<file path="src/rtl/bus_response_encoder_pkg.sv">
// Shared types and ASCII constants for the bus response encoder and later bridge encoders.
package bus_response_encoder_pkg;

  typedef enum logic {
    IDLE = 1'b0,
    SEND = 1'b1
  } state_t;

  localparam int MSG_LEN = 7;
  localparam int IDX_W   = 3;
  localparam logic [IDX_W-1:0] LAST_IDX = IDX_W'(MSG_LEN - 1);

  localparam logic [7:0] ASCII_ZERO = 8'h30;
  localparam logic [7:0] ASCII_A    = 8'h41;
  localparam logic [7:0] ASCII_CR   = 8'h0D;
  localparam logic [7:0] ASCII_LF   = 8'h0A;
  localparam logic [7:0] ASCII_M    = 8'h4D;

endpackage

</file>
<file path="src/rtl/bus_response_encoder_hex.sv">
// Combinational nibble to uppercase ASCII hex digit.
module hex_nibble_to_ascii
  import bus_response_encoder_pkg::*;
(
  input  logic [3:0] nibble,
  input  logic [7:0] unused_pad,
  output logic [7:0] ascii
);

  logic [7:0] nibble_ext;
  logic       unused_ok;

  assign nibble_ext = {4'h0, nibble};
  assign unused_ok  = ^unused_pad;

  always_comb begin
    ascii = ASCII_ZERO + nibble_ext;
    if (nibble_ext >= 8'd10) begin
      ascii = ASCII_A + (nibble_ext - 8'd10);
    end
  end

endmodule

</file>
<file path="src/rtl/bus_response_encoder.sv">
// Serialises 16-bit read responses into "M" + 4 hex digits + CR LF over a byte valid/ready link.
module bus_response_encoder
  import bus_response_encoder_pkg::*;
#(
  parameter logic [7:0] PREAMBLE = ASCII_M,
  parameter logic [7:0] EOL_CR   = ASCII_CR,
  parameter logic [7:0] EOL_LF   = ASCII_LF
) (
  input  logic        clk,
  input  logic        rst,
  input  logic [15:0] addr_i,
  input  logic [15:0] data_i,
  input  logic        rw_i,
  input  logic        valid_i,
  output logic [7:0]  tx_data_o,
  output logic        tx_valid_o,
  input  logic        tx_ready_i,
  output logic        busy_o,
  output logic        overflow_o
);

  state_t           state, state_nxt;
  logic [15:0]      cur_data, cur_nxt;
  logic [15:0]      pend_data, pend_data_nxt;
  logic             pend_valid, pend_valid_nxt;
  logic             ovf, ovf_nxt;
  logic [IDX_W-1:0] idx, idx_nxt;
  logic             incoming, accept, done;
  logic [3:0]       nibble;
  logic [7:0]       nibble_char;

  assign incoming = valid_i & ~rw_i;
  assign accept   = (state == SEND) & tx_ready_i;
  assign done     = accept & (idx == LAST_IDX);

  always_ff @(posedge clk) begin
    if (rst) begin
      state      <= IDLE;
      cur_data   <= '0;
      pend_data  <= '0;
      pend_valid <= 1'b0;
      ovf        <= 1'b0;
      idx        <= '0;
    end else begin
      state      <= state_nxt;
      cur_data   <= cur_nxt;
      pend_data  <= pend_data_nxt;
      pend_valid <= pend_valid_nxt;
      ovf        <= ovf_nxt;
      idx        <= idx_nxt;
    end
  end

  // On completion the pending word is promoted first so a same-cycle arrival can refill the slot.
  always_comb begin
    state_nxt      = state;
    cur_nxt        = cur_data;
    pend_data_nxt  = pend_data;
    pend_valid_nxt = pend_valid;
    ovf_nxt        = ovf;
    idx_nxt        = idx;
    case (state)
      IDLE: begin
        if (incoming) begin
          cur_nxt   = data_i;
          idx_nxt   = '0;
          state_nxt = SEND;
        end
      end
      SEND: begin
        if (accept) begin
          idx_nxt = idx + 3'd1;
        end
        if (done) begin
          idx_nxt = '0;
          if (pend_valid) begin
            cur_nxt        = pend_data;
            pend_valid_nxt = incoming;
            if (incoming) begin
              pend_data_nxt = data_i;
            end
          end else if (incoming) begin
            cur_nxt = data_i;
          end else begin
            state_nxt = IDLE;
          end
        end else if (incoming) begin
          if (!pend_valid) begin
            pend_valid_nxt = 1'b1;
            pend_data_nxt  = data_i;
          end else begin
            ovf_nxt = 1'b1;
          end
        end
      end
      default: state_nxt = IDLE;
    endcase
  end

  always_comb begin
    nibble = 4'h0;
    case (idx)
      3'd1:    nibble = cur_data[15:12];
      3'd2:    nibble = cur_data[11:8];
      3'd3:    nibble = cur_data[7:4];
      3'd4:    nibble = cur_data[3:0];
      default: nibble = 4'h0;
    endcase
  end

  // The address is carried only so every core in the chain shares one port shape.
  hex_nibble_to_ascii u_hex (
    .nibble     (nibble),
    .unused_pad (addr_i[7:0] ^ addr_i[15:8]),
    .ascii      (nibble_char)
  );

  always_comb begin
    tx_data_o = 8'h00;
    if (state == SEND) begin
      case (idx)
        3'd0:             tx_data_o = PREAMBLE;
        3'd1, 3'd2,
        3'd3, 3'd4:       tx_data_o = nibble_char;
        3'd5:             tx_data_o = EOL_CR;
        3'd6:             tx_data_o = EOL_LF;
        default:          tx_data_o = 8'h00;
      endcase
    end
  end

  assign tx_valid_o = (state == SEND);
  assign busy_o     = (state == SEND) | pend_valid;
  assign overflow_o = ovf;

endmodule

</file>
<file path="config.mk">
export PLATFORM = sky130hd
export DESIGN_NAME = bus_response_encoder
export DESIGN_NICKNAME = d
export VERILOG_FILES = /design/src/rtl/bus_response_encoder_pkg.sv /design/src/rtl/bus_response_encoder_hex.sv /design/src/rtl/bus_response_encoder.sv
export SDC_FILE = /design/constraint.sdc
export NUM_CORES = 1
export LEC_CHECK = 0
export ABC_AREA = 0
export CORE_MARGIN = 4
export CORE_UTILIZATION = 56
export DETAILED_ROUTE_END_ITERATION = 8
export PLACE_DENSITY = 0.85
export SETUP_SLACK_MARGIN = 0.05
export SLEW_MARGIN = 20
export SYNTH_ARGS = -nofsm -noshare
export SYNTH_HDL_FRONTEND = slang
export SYNTH_HIERARCHICAL = 1
export SYNTH_SLANG_ARGS = --single-unit
</file>
<file path="constraint.sdc">
create_clock -name clk -period 11.4 [get_ports clk]
set_input_delay 3.42 -clock clk [delete_from_list [all_inputs] [get_ports clk]]
set_output_delay 3.42 -clock clk [all_outputs]
set_load 0.02 [all_outputs]
</file>
After elaboration in Yosys (flattened, before gate mapping):

Index checks and enable logic that the tools add are counted.

* flip-flop bits (word level): 38
* input port bits: 37
* word-level logic and storage cells: 60

* $add $sub $neg: 4
* reductions and logical operators: 7
* equal/unequal tests: 11
* magnitude comparators: 1
* muxes and demuxes: 24
* bitwise operators: 7

Operator list (count)
* 16-bit two-way mux: 8
* 16-bit case mux with 2 select lines: 1
* 8-bit case mux with 4 select lines: 1
* 8-bit two-way mux: 2
* 4-bit case mux with 4 select lines: 1
* 3-bit equality test, second input constant: 3
* 3-bit two-way mux: 3
* 7-bit by 8-bit adder with 8-bit output, first input constant: 1
* 4-bit AND reduction: 2
* 6-bit by 4-bit adder with 7-bit output, first input constant: 1
* 3-bit by 2-bit equality test with 1-bit output, second input constant: 2
* 1-bit two-way mux: 6
* 3-bit case mux with 2 select lines: 1
* 4-bit by 4-bit subtractor with 5-bit output, second input constant: 1
* 4-bit >= comparator, second input constant: 1
* 2-bit by 1-bit != test with 1-bit output, second input constant: 2
* 2-bit != test, second input constant: 2
* 2-bit AND reduction: 2
* 4-bit OR reduction: 1
* 3-bit by 1-bit adder with 3-bit output, second input constant: 1
* 1-bit bitwise AND: 3
* 3-bit by 1-bit equality test with 1-bit output, second input constant: 1
* 3-bit logical NOT: 1
* 3-bit by 1-bit != test with 1-bit output, second input constant: 1
* 4 further kinds: 6

Depth between registers and ports, before layout:

Gate-level depths: netlist of run 1.

* word-level depth: 7
* gate-level depth with buffers: 15
* mapped depth without buffers: 13

Cells and area by module:

The synthesis of run 1 kept the hierarchy.

By module, submodules not included
* bus_response_encoder: area each 2248.4 µm², times used 1, cells an instance 257
* hex_nibble_to_ascii: area each 226.5 µm², times used 1, cells an instance 26

Least setup slack after synthesis of run 1:

OpenSTA, ideal clock, no wires.

* path type: register to output
* from: reg idx[0]
* to: out tx_data_o[1]
* arrival time: 2.938 ns
* cell stages (with the launch flop): 12
* setup slack: 5.042 ns
* data required time: 7.980 ns
* buffers on the path: 1
* cells stage by stage: dfxtp_1 -> inv_1 -> ha_1 -> clkbuf_1 -> a22oi_1 -> o21ai_0 -> inv_1 -> ha_1 -> a31oi_4 -> mux2_4 -> o21ai_0 -> a221oi_1

* cells in the longest elaborated chain, start to end: 7

Ends and longest elaborated chain
* start, declared: RTL line bus_response_encoder.sv:27 `logic [IDX_W-1:0] idx, idx_nxt;`
* start signal, assigned: RTL line bus_response_encoder.sv:50 `idx <= idx_nxt;`
* 3-bit equality test, or another cell as far along: RTL line bus_response_encoder.sv:102 `case (idx)`
* 4-bit case mux with 4 select lines *: RTL line bus_response_encoder.sv:102
* via nibble[0]: RTL line bus_response_encoder.sv:29 `logic [3:0] nibble;`
* 4-bit by 4-bit subtractor with 5-bit output: RTL line bus_response_encoder_hex.sv:19 `ascii = ASCII_A + (nibble_ext - 8'd10);`
* 7-bit by 8-bit adder with 8-bit output: RTL line bus_response_encoder_hex.sv:19
* 8-bit two-way mux *: RTL line bus_response_encoder_hex.sv:18 `if (nibble_ext >= 8'd10) begin`
* via nibble_char[1]: RTL line bus_response_encoder.sv:30 `logic [7:0] nibble_char;`
* 8-bit case mux with 4 select lines *: RTL line bus_response_encoder.sv:121 `case (idx)`
* 8-bit two-way mux *: RTL line bus_response_encoder.sv:120 `if (state == SEND) begin`
* end, declared: RTL line bus_response_encoder.sv:15 `output logic [7:0] tx_data_o,`

The timed path passes the listed nets; every way through them passes the cells marked *.

Final worst setup path of run 1:

* from: reg idx[2]
* to: out tx_data_o[1]

Same word-level chain as after synthesis.

==> results.py, run 1 <==
metrics = {
    "run_status": {
        "status": "complete, no violations",
    },
    "routing": {
        "vias_per_cell": 6.08,
        "drcViolationCount": 0,
        "dr.pass1.iters": 4,
        "wl_mm": 5.15,
        "first_iter_violations": 132,
        "via_count": 2073,
        "postRouteAntennaNets": 0,
        "wl_per_cell_um": 15.1,
    },
    "grt": {
        "grt_max_degree": 56,
        "grt_pass1_wl_mm": 8.51,
        "grt-ovfl-total": 0,
        "grtUsageTotal": 0.196,
        "grt_pass1_vias": 1945,
        "antenna_found_initial": 0,
    },
    "clock_network": {
        "cts_buffer_depth": 2,
        "cts_made_buffers": 5,
        "clockRootBuffer": "clkbuf_8",
        "cts.clk_slew.worst_paths_ns": 0.07,
        "cts-htree-levels": 2,
        "cts_hold_buf": 0,
        "clk_latency_ns": 0.29,
        "cts.repair.resized": 0,
        "cts_tree": "built",
        "clock-sinks": 38,
        "post_cts_buffers": 0,
    },
    "floorplan": {
        "fp-row-count": 23,
        "core_mm2": 0.00409,
        "start_util": 0.588,
        "die_h_um": 73.5,
        "die_w_um": 73.5,
        "io_pins": 48,
        "die_area_mm2": 0.00541,
    },
    "critical_path": {
        "crit_chain": "inv_1 -> ha_1 -> a32oi_1 -> o21ai_0 -> inv_1 -> ha_1 -> inv_1 -> ha_1 -> a31oi_4 -> mux2_4 -> o21ai_0 -> a221oi_1 -> clkdlybuf4s50_1",
        "cp-end-kind": "primary output",
        "cpMaxStageDelayCell": "dfxtp_1",
        "startpoint_type": "register",
        "crit_required_ns": 7.98,
        "arrival_ns": 4.11,
        "slowest_delay_ns": 0.69,
        "worstSetupPathType": "register to primary output",
        "crit_fanout": 18,
    },
    "synth": {
        "ys.warnings.count": 6,
        "synth_area_mm2": 0.00240,
        "postSynthAreaPerCell_um2": 8.74,
        "synth_fp_nets": 322,
        "synth_cells": 275,
    },
    "finish": {
        "fin_util": 0.676,
        "multiInputGateArea_mm2": 0.00143,
        "final_layout_size_suffix_gt1_frac": 0.0790,
        "num_antenna_cells": 0,
        "area_growth_pct": 14.8,
        "nets": 337,
        "regArea_um2": 761,
        "fillers": 330,
    },
    "sta": {
        "rsz0062_at_grt": "no",
        "fin_crit_sh": 0.660,
        "tns_ns": 0,
        "hold_ws_ns": 0.469,
        "report.final.slew_viol_count": 0,
        "fmax_mhz": 133,
        "relSlewSlack": 0.445,
        "finalWorstSetupSlack_ns": 3.87,
        "finClkSkew_ns": 0.00393,
        "layout_min_cycle_time_ns": 7.53,
        "hold_viol": 0,
        "setup_viol": 0,
        "tightest_slew_ns": 0.815,
    },
    "place": {
        "dpl_worst_slack_ns": 4.26,
        "io_buffers": 30,
        "gp_congestion": 0.795,
        "dp_hpwl_mm": 3.44,
    },
    "worst_hold_path": {
        "hp-class": "register to register",
    },
    "pwr": {
        "leakage_nw": 1.02,
        "p_per_area_mw_per_mm2": 101,
        "power_w": 0.000279,
        "ir_drop_mv": 0.0973,
    },
    "job": {
        "cap_violations": 0,
    },
}
==> path summary, 6_finish.rpt <==
check | startpoint | endpoint | slack [ns] | depth (start not counted)
setup reg to reg | idx[0]$_SDFFE_PP0P_ | pend_data[4]$_SDFFE_PP0P_ | 9.14 | 5
setup / recovery | idx[2]$_SDFFE_PP0P_ | tx_data_o[1] | 3.87 | 13
hold reg to reg | pend_data[8]$_SDFFE_PP0P_ | pend_data[8]$_SDFFE_PP0P_ | 0.47 | 2
hold / removal | pend_data[8]$_SDFFE_PP0P_ | pend_data[8]$_SDFFE_PP0P_ | 0.47 | 2
==> state kept, by name (all words and copies together), names as in the netlist <==
name,cells
cur_data,16
pend_data,16
idx,3
overflow_o,1
pend_valid,1
tx_valid_o,1
==> cell usage in the layout (no fill, tap or decap), types with 2 or more instances in the layout <==
cell type	count
xnor2_1	2
and3b_1	3
a31oi_1	17
a22oi_1	4
o211ai_1	3
nand4_1	2
o41ai_1	3
o32ai_1	16
clkdlybuf4s50_1	30
xor2_1	2
dfxtp_1	38
a21oi_1	6
clkbuf_8	6
ha_1	10
nand2b_1	35
a32oi_1	4
o21ai_0	8
mux2_4	2
nor2_1	7
inv_1	23
and3_1	16
nor2b_1	2
nand2_1	4
buf_4	3
mux2i_1	17
nand3_1	3
==> through the flow <==
stage          std cells  area [um^2]
3_5_place_dp         333         2670
4_1_cts              341         2760
6_report             341         2760
3_3_place_gp         333         2670
5_1_grt              341         2760
2_1_floorplan        275         2400
==> power by group <==
part	switching, W	internal (W)
logic	0.0000221	0.0000205
clock network	0.0000472	0.0000488
registers	0.00000353	0.000137
==> worst max-delay path: cells and delay by family (launching register included) <==
| family | cells | cell delay (ns) |
|---|---|---|
| flops | 1 | 0.69 |
| fa+ha+maj | 3 | 0.73 |
| mux | 1 | 0.22 |
| compound gates | 5 | 1.08 |
| buf+inv | 4 | 1.09 |
==> final cells by class <==
class	instances	area share
clock buffers	7	0.0313
clock inverters	1	0.00181
inverters	24	0.0326
multi-input cells	188	0.519
flip-flops and latches	38	0.275
well taps	50	0.0227
repair buffers	33	0.117
==> metal layers <==
layer	up-vias	share of wire	global-route usage	wire (um)
li1	1024	-	-	-
met1	973	0.44	0.248	2250
met2	65	0.49	0.325	2530
met3	11	0.060	0.0465	310
met4	0	0.013	0.0664	68
met5	-	0	0	0
No activity file was read; power rests on OpenSTA's default activity.
==> run 2: changes to the inputs <==
--- a/config.mk
+++ b/config.mk
@@ -7,9 +7,9 @@
 export LEC_CHECK = 0
 export ABC_AREA = 0
 export CORE_MARGIN = 4
-export CORE_UTILIZATION = 56
+export CORE_UTILIZATION = 52
 export DETAILED_ROUTE_END_ITERATION = 8
-export PLACE_DENSITY = 0.85
+export PLACE_DENSITY = 0.8
 export SETUP_SLACK_MARGIN = 0.05
 export SLEW_MARGIN = 20
 export SYNTH_ARGS = -nofsm -noshare
==> constraint.sdc (replaced) <==
create_clock -name clk -period 7.36 [get_ports clk]
set_input_delay 2.208 -clock clk [delete_from_list [all_inputs] [get_ports clk]]
set_output_delay 2.208 -clock clk [all_outputs]
set_load 0.02 [all_outputs]
==> run 2 against run 1 <==
  * Register-to-register slack got worse by 4.0 ns
  * Critical path type unchanged
  * Sequential share of layout area decreased by 0.17 points
  * Total power increased by 64%
  * Worst hold slack improved by 0.0040 ns
  * Flip-flop and latch count unchanged
  * Critical endpoint unchanged
  * Combinational power increased by 55%
==> results.py, run 2 (synthesized netlist as in run 1, its figures left out) <==
metrics = {
    "run_status": {
        "status": "complete, no violations",
    },
    "finish": {
        "reg_top3": "cur_data: 16 flops, pend_data: 16 flops, idx: 3 flops",
        "final_layout_size_suffix_gt1_frac": 0.0756,
        "fillers": 384,
        "mostFrequentLayoutCell": "dfxtp_1",
        "layout.cells.non_filler": 343,
        "area_growth_pct": 15.6,
        "num_antenna_cells": 0,
        "multiInputGateArea_mm2": 0.00143,
        "regArea_um2": 761,
        "nets": 337,
        "final_cell_mix": "dfxtp_1, nand2b_1, clkdlybuf4s50_1",
    },
    "place": {
        "io_buffers": 30,
        "place_inst": 335,
        "gp_congestion": 0.822,
        "dp_hpwl_mm": 3.43,
        "dpl_worst_slack_ns": 1.39,
    },
    "critical_path": {
        "cp-end-kind": "primary output",
        "crit_required_ns": 5.15,
        "worstSetupPathType": "register to primary output",
        "crit_fanout": 18,
        "arrival_ns": 4.08,
        "startpoint_type": "register",
    },
    "grt": {
        "grt_max_degree": 56,
        "antenna_found_initial": 0,
        "grt-ovfl-total": 0,
        "grt_pass1_vias": 1961,
        "grt_pass1_wl_mm": 8.74,
        "grtUsageTotal": 0.176,
    },
    "sta": {
        "fmax_mhz": 159,
        "fin_crit_sh": 0.854,
        "tightest_slew_ns": 0.803,
        "tns_ns": 0,
        "hold_viol": 0,
        "layout_min_cycle_time_ns": 6.28,
        "relSlewSlack": 0.453,
        "rsz0062_at_grt": "no",
        "setup_viol": 0,
        "finClkSkew_ns": 0.00812,
        "finalWorstSetupSlack_ns": 1.08,
        "report.final.slew_viol_count": 0,
    },
    "clock_network": {
        "cts_made_buffers": 5,
        "clk_latency_ns": 0.29,
        "post_cts_buffers": 0,
        "cts.clk_slew.worst_paths_ns": 0.07,
        "cts_buffer_depth": 2,
        "clockRootBuffer": "clkbuf_8",
        "cts_tree": "built",
        "clock-sinks": 38,
        "cts-htree-levels": 2,
        "cts_hold_buf": 0,
        "cts.repair.resized": 0,
    },
    "pwr": {
        "p_per_area_mw_per_mm2": 165,
        "leakage_nw": 1.03,
        "ir_drop_mv": 0.149,
    },
    "routing": {
        "first_iter_violations": 90,
        "wl_per_cell_um": 14.8,
        "drcViolationCount": 0,
        "postRouteAntennaNets": 0,
        "vias_per_cell": 5.90,
        "wl_mm": 5.08,
        "via_count": 2024,
        "dr.pass1.iters": 5,
    },
    "floorplan": {
        "start_util": 0.545,
        "io_pins": 48,
        "die_area_mm2": 0.00578,
        "die_w_um": 76.0,
        "fp-row-count": 24,
        "die_h_um": 76.0,
        "core_mm2": 0.00441,
    },
    "job": {
        "cap_violations": 0,
    },
    "worst_hold_path": {
        "hp-class": "register to register",
    },
}
[run 2: where the power goes]
group          switching [W]  total (W)  internal (W)
clock              0.0000723   0.000174      0.000101
sequential        0.00000498   0.000218      0.000213
combinational      0.0000345  0.0000662     0.0000317
total               0.000112   0.000458      0.000346
[run 2: area by class of cell]
class                           count  area share
Timing Repair Buffer               33       0.116
Clock buffer                        7      0.0275
Inverter                           24      0.0324
Clock inverter                      1      0.0108
Tap cell                           52      0.0234
Multi-Input combinational cell    188       0.516
Sequential cell                    38       0.274
[run 2: path summary, 6_finish.rpt]
path                                    from                         end  slack [ns]  depth (start not counted)
setup reg to reg         idx[0]$_SDFFE_PP0P_  pend_data[10]$_SDFFE_PP0P_        5.13                          5
hold / removal    pend_data[14]$_SDFFE_PP0P_  pend_data[14]$_SDFFE_PP0P_        0.47                          2
setup / recovery         idx[2]$_SDFFE_PP0P_                tx_data_o[1]        1.08                         13
hold reg to reg   pend_data[14]$_SDFFE_PP0P_  pend_data[14]$_SDFFE_PP0P_        0.47                          2
[run 2: metrics by stage]
stage	util	total power [W]	instance area, um^2	hold slack, ns
final	0.630	0.000458	2780	0.473
after global routing	0.630	0.000475	2780	0.494
after CTS	0.630	0.000460	2780	0.475
after detailed placement	0.605	0.000288	2670	0.461
after global placement	0.605	0.000287	2670	0.454
after floorplan	-	0.000263	2400	0.444
[run 2: routing by layer]
metal  track usage  wire length (um)  vias up
met5             0                 0        -
met4        0.0587                57        0
met3        0.0366               204        5
met2         0.298              2450       49
met1         0.222              2370      943
li1              -                 -     1027
[run 2: critical path, cell delays in order (launching register included)]
cell and delay [ns]:
dfxtp_1 0.70, inv_1 0.19, ha_1 0.38, a32oi_1 0.19, o21ai_0 0.20, inv_1 0.18
ha_1 0.16, inv_1 0.04, ha_1 0.20, a31oi_4 0.28, mux2_4 0.22, o21ai_0 0.08
a221oi_1 0.31, clkdlybuf4s50_1 0.65
